$ cat src/rtl/control_unit.sv
// Multi-cycle control unit: FETCH/EXEC/LOAD/HALT sequencing, decode and PC/flag management.
// Optional macro CU_CARRY_BRANCH_EN enables the BC instruction and the carry flag register.
module control_unit #(
  parameter logic [7:0] RESET_PC = 8'h00
) (
  input  logic        clk,
  input  logic        rst_n,
  output logic [7:0]  imem_addr,
  input  logic [15:0] imem_data,
  output logic [7:0]  dmem_addr,
  output logic        dmem_we,
  output logic [7:0]  dmem_wdata,
  input  logic [7:0]  read_a,
  input  logic [7:0]  read_b,
  input  logic        alu_zero,
  input  logic        alu_carry,
  output logic [2:0]  alu_opcode,
  output logic        write_alu,
  output logic        is_load,
  output logic        alu_imm_flag,
  output logic        write_en,
  output logic [3:0]  write_addr,
  output logic [3:0]  ra_addr,
  output logic [3:0]  rb_addr,
  output logic [7:0]  imm_data,
  output logic        halted
);

  localparam logic [3:0] OP_LI   = 4'h8;
  localparam logic [3:0] OP_ADDI = 4'h9;
  localparam logic [3:0] OP_LD   = 4'hA;
  localparam logic [3:0] OP_ST   = 4'hB;
  localparam logic [3:0] OP_JMP  = 4'hC;
  localparam logic [3:0] OP_BZ   = 4'hD;
  localparam logic [3:0] OP_HALT = 4'hF;
`ifdef CU_CARRY_BRANCH_EN
  localparam logic [3:0] OP_BC   = 4'hE;
`endif

  typedef enum logic [1:0] {S_FETCH, S_EXEC, S_LOAD, S_HALT} state_t;

  state_t      r_state, w_next_state;
  logic [7:0]  r_pc, w_next_pc;
  logic        r_z, w_next_z;
  logic [15:0] r_ir;
  logic        w_we;

  logic [3:0]  w_op, w_rd, w_ra, w_rb;
  logic [7:0]  w_imm;

  assign w_op  = imem_data[15:12];
  assign w_rd  = imem_data[11:8];
  assign w_ra  = imem_data[7:4];
  assign w_rb  = imem_data[3:0];
  assign w_imm = imem_data[7:0];

  assign imem_addr = r_pc;
  assign halted    = (r_state == S_HALT);

`ifdef CU_CARRY_BRANCH_EN
  logic r_c, w_next_c;
  logic w_unused;
  assign w_unused = ^{r_ir[15:12], r_ir[7:0]};
`else
  logic w_unused;
  assign w_unused = ^{r_ir[15:12], r_ir[7:0], alu_carry};
`endif

  // State, PC, flags and instruction register
  always_ff @(posedge clk or negedge rst_n) begin
    if (!rst_n) begin
      r_state <= S_FETCH;
      r_pc    <= RESET_PC;
      r_z     <= 1'b0;
      r_ir    <= 16'h0000;
`ifdef CU_CARRY_BRANCH_EN
      r_c     <= 1'b0;
`endif
    end else begin
      r_state <= w_next_state;
      r_pc    <= w_next_pc;
      r_z     <= w_next_z;
`ifdef CU_CARRY_BRANCH_EN
      r_c     <= w_next_c;
`endif
      if (r_state == S_EXEC) r_ir <= imem_data;
    end
  end

  // Next-state and control decode
  always_comb begin
    w_next_state = r_state;
    w_next_pc    = r_pc;
    w_next_z     = r_z;
`ifdef CU_CARRY_BRANCH_EN
    w_next_c     = r_c;
`endif
    alu_opcode   = 3'b000;
    write_alu    = 1'b0;
    is_load      = 1'b0;
    alu_imm_flag = 1'b0;
    w_we         = 1'b0;
    write_addr   = 4'h0;
    ra_addr      = 4'h0;
    rb_addr      = 4'h0;
    imm_data     = 8'h00;
    dmem_addr    = 8'h00;
    dmem_we      = 1'b0;
    dmem_wdata   = 8'h00;

    case (r_state)
      S_FETCH: w_next_state = S_EXEC;
      S_EXEC: begin
        w_next_state = S_FETCH;
        w_next_pc    = 8'(r_pc + 8'd1);
        if (!w_op[3]) begin
          alu_opcode = w_op[2:0];
          write_alu  = 1'b1;
          ra_addr    = w_ra;
          rb_addr    = w_rb;
          write_addr = w_rd;
          w_we       = 1'b1;
          w_next_z   = alu_zero;
`ifdef CU_CARRY_BRANCH_EN
          w_next_c   = alu_carry;
`endif
        end else begin
          case (w_op)
            OP_LI: begin
              imm_data   = w_imm;
              write_addr = w_rd;
              w_we       = 1'b1;
            end
            OP_ADDI: begin
              ra_addr      = w_rd;
              alu_imm_flag = 1'b1;
              imm_data     = w_imm;
              write_alu    = 1'b1;
              write_addr   = w_rd;
              w_we         = 1'b1;
              w_next_z     = alu_zero;
`ifdef CU_CARRY_BRANCH_EN
              w_next_c     = alu_carry;
`endif
            end
            OP_LD: begin
              w_next_state = S_LOAD;
              ra_addr      = w_ra;
              dmem_addr    = read_a;
            end
            OP_ST: begin
              ra_addr    = w_ra;
              rb_addr    = w_rb;
              dmem_addr  = read_a;
              dmem_wdata = read_b;
              dmem_we    = 1'b1;
            end
            OP_JMP: w_next_pc = w_imm;
            OP_BZ:  if (r_z) w_next_pc = w_imm;
`ifdef CU_CARRY_BRANCH_EN
            OP_BC:  if (r_c) w_next_pc = w_imm;
`endif
            OP_HALT: begin
              w_next_state = S_HALT;
              w_next_pc    = r_pc;
            end
            default: ;
          endcase
        end
      end
      S_LOAD: begin
        w_next_state = S_FETCH;
        is_load      = 1'b1;
        write_addr   = r_ir[11:8];
        w_we         = 1'b1;
      end
      default: ;
    endcase

    // r0 is hardwired: never write it
    write_en = w_we && (write_addr != 4'h0);
  end

endmodule

$ cat config.mk
export PLATFORM = sky130hd
export DESIGN_NAME = control_unit
export DESIGN_NICKNAME = d
export VERILOG_FILES = /design/src/rtl/control_unit.sv
export SDC_FILE = /design/constraint.sdc
export NUM_CORES = 1
export LEC_CHECK = 0
export CELL_PAD_IN_SITES_DETAIL_PLACEMENT = 1
export CELL_PAD_IN_SITES_GLOBAL_PLACEMENT = 2
export CORE_MARGIN = 10
export CORE_UTILIZATION = 18
export DETAILED_ROUTE_END_ITERATION = 8
export PLACE_DENSITY = 0.85
export SYNTH_ARGS = -nofsm -noshare
export SYNTH_HDL_FRONTEND = slang
export SYNTH_SLANG_ARGS = --single-unit
$ cat constraint.sdc
create_clock -name clk -period 2 [get_ports clk]
set_input_delay 0.4 -clock clk [delete_from_list [all_inputs] [get_ports clk]]
set_output_delay 0.4 -clock clk [all_outputs]
set_load 0.03 [all_outputs]
==> flow_summary.ini <==
[pwr]
finalPower_w = 0.002819
seqPwrFrac_pct = 21.2
peakVddDrop_mv = 0.4892
switchingPower_w = 0.001249
internal_power_w = 0.001570
swShare_pct = 44.31
p_leak_nw = 1.232
p_per_area_nw_per_um2 = 1051
p_clk_share_pct = 9.0
p_comb_share_pct = 69.8

[logic_synthesis]
ys_warn_count = 0
post_synth_num_cell_types = 43
netlist_area_um2 = 1277
ys_ff_latch = 15
seq_area_frac_synth_pct = 29.38
synthesis.nets = 189
synth_ff_type = dfrtp_1
syn-instance-count = 148
synth_edf_count = 0
synthArstFlopShare_pct = 100.0
postSynthAreaPerCell_um2 = 8.632

[clock_tree]
clk_pin_slew_ps = 70
cts_num_sinks = 15
cts_max_level = 1
insertion_delay_ps = 250
cts_root_buf = clkbuf_8
cts_tree = yes
numCtsBuffers = 3
cts_buffer_depth = 2

[grt]
use_met3_pct = 3.036
gr-total-overflow = 0
met1_usage_pct = 11.24
grt_pass1_wl_um = 9666
grt.total_usage_pct = 10.85
met2_usage_pct = 21.44
antenna_found_initial = 0
grt.busiest_layer = met2
grt_max_degree = 16
grt_pass1_vias = 1777

[sta]
max_freq_mhz = 438.3
fin_crit_ps = 2282
setup_violations = 32
final_max_slew_viol_count = 0
finClkSkew_ps = 3.283
final.setup.tns_ps = -4187
slew_headroom_pct = 74.04
timing.final.crit_share_pct = 114.1
worst_pin_slew_ps = 389.4
rsz0062_at_grt = yes
setup_ws_ps = -281.7
final_hold_viol_count = 0

[route]
drtPass1Iterations = 4
wl_per_cell_um = 16.83
vias = 1569
drtIter0Drc = 37
via_per_inst = 4.287
postRouteAntennaNets = 0
routed_wirelength_um = 6160
drc = 0

[finish]
area_delta_synth_final_pct = 109.9
multi_input_area_um2 = 944.7
fin_util_pct = 39.25
seq_area_um2 = 376.6
layout-drive-gt1-share_pct = 42.59
nFillCells = 823
nets = 312
diodes = 0

[setup_path]
ff2ff_setup_slack_ps = 70
start_kind = register
worstPathArrival_ps = 1880
required_ps = 1600
reg2regPathDepth = 8
crit_fanout = 5
crit_type = register to primary output
rr_endpoint = r_z$_DFFE_PN0P_
end_kind = primary output
r2r-start = r_state[1]$_DFFE_PN0P_

[floorplanning]
ios = 89
rows = 30
die_area_um2 = 10870
die_y_um = 104.2
core-area_um2 = 6832
die_w_um = 104.2
initial_core_util_pct = 18.70

[placed_design]
place_ws_ps = -893.2
hpwl_um = 5045
gp_congestion = 0.7615
io_buffers = 87

[job]
drv_cap = 0

[worst_hold_path]
hp-class = input pin to asynchronous set/reset pin

[run_status]
violations = setup timing
outcome = finished, violations left
-- worst max-delay path, stage by stage, from the launching register on --
cell     delay (ps)
dfrtp_1         400
buf_6           130
ha_4            170
a32oi_2         210
nor2_4           50
or4_4           510
buf_6           150
-- metrics by stage --
| stage | cell area, um^2 | hold WS, ps | cells |
|---|---|---|---|
| after floorplan | 1304 | 104.4 | 148 |
| after global placement | 2441 | 493.7 | 359 |
| after detailed placement | 2441 | 506.0 | 359 |
| after CTS | 2660 | 477.9 | 365 |
| after global routing | 2681 | 507.1 | 366 |
| final | 2681 | 482.0 | 366 |
-- per-layer routing --
metal  routed length [um]  part of all wire (%)
met1                 2404                    39
met2                 3504                    57
met3                  252                   4.1
met4                    0                     0
met5                    0                     0
-- cell usage in the layout, fill, tap and decap left out, types with 3 or more instances in the layout --
cell type | netlist | final
nand3_1 | 7 | 7
nand2_1 | 9 | 9
and2_1 | 32 | 31
a21oi_1 | 7 | 7
inv_1 | 4 | 3
nor2_1 | 8 | 6
buf_6 | 0 | 30
dfrtp_1 | 15 | 14
ha_1 | 5 | 3
clkbuf_8 | 0 | 3
nand2b_1 | 3 | 3
mux2i_1 | 4 | 4
mux2_2 | 4 | 4
buf_4 | 1 | 49
clkdlybuf4s50_1 | 0 | 39
dlygate4sd2_1 | 0 | 5
a32o_2 | 0 | 4
-- cells by family after synthesis --
logic type | count (synthesis) | synth area share (%)
AO/OA/AOI/OAI | 29 | 17.14
XOR/XNOR | 1 | 0.6857
adder cells (fa/ha/maj) | 5 | 4.897
buffers and inverters | 11 | 3.819
flip-flops | 15 | 29.38
multiplexers | 9 | 7.835
AND/OR/NAND/NOR | 78 | 36.24
-- layout make-up --
class                           count  share of cell area (%)
Clock buffer                        4                   1.680
Inverter                            4                  0.5600
Multi-Input combinational cell    122                   35.23
Sequential cell                    15                   14.05
Tap cell                           96                   4.480
Timing Repair Buffer              125                   44.00
-- cell usage after synthesis (all sizes together), types with 3 or more instances --
cell type / n / area (um^2)
and2: 33 / 209.0
dfrtp: 15 / 375.4
nand2: 10 / 40.04
nor2: 8 / 30.03
a21oi: 7 / 35.03
nand3: 7 / 35.03
buf: 5 / 26.27
ha: 5 / 62.56
mux2: 5 / 60.05
a32o: 4 / 40.04
a32oi: 4 / 35.03
inv: 4 / 15.01
mux2i: 4 / 40.04
nand2b: 3 / 18.77
nor2b: 3 / 18.77
o21ai: 3 / 18.76
-- registers in the layout (all words and copies together), names as in the netlist --
signal,flops
imem_addr,8
r_ir,4
r_z,1
r_state,2
-- timing repair --
item	CTS	global route
resized for setup	59	3
gates cloned	0	0
setup endpoints to repair	46	39
hold buffers	0	0
setup buffers	2	1
pin swaps	2	1
-- worst max-delay path by stage --
stage	start	to	slack, ps	depth (start not counted)
2_1_floorplan	r_state[1]$_DFFE_PN0P_	write_en	-90	6
3_3_place_gp	imem_data[14]	write_en	-860	6
3_5_place_dp	imem_data[14]	write_en	-890	6
4_1_cts	r_state[1]$_DFFE_PN0P_	write_en	-300	6
5_1_grt	r_state[1]$_DFFE_PN0P_	write_en	-320	6
6_report	r_state[1]$_DFFE_PN0P_	write_en	-280	6
-- power by group through the flow --
stage | Combinational, W | Clock [W] | Sequential (W)
after CTS | 0.00196 | 0.000269 | 0.000595
after global routing | 0.00211 | 0.000283 | 0.000618
after floorplan | 0.000848 | 0 | 0.000736
after global placement | 0.00177 | 0 | 0.000586
final | 0.00197 | 0.000254 | 0.000596
after detailed placement | 0.00182 | 0 | 0.000593
(Power assumes the default switching activity.)
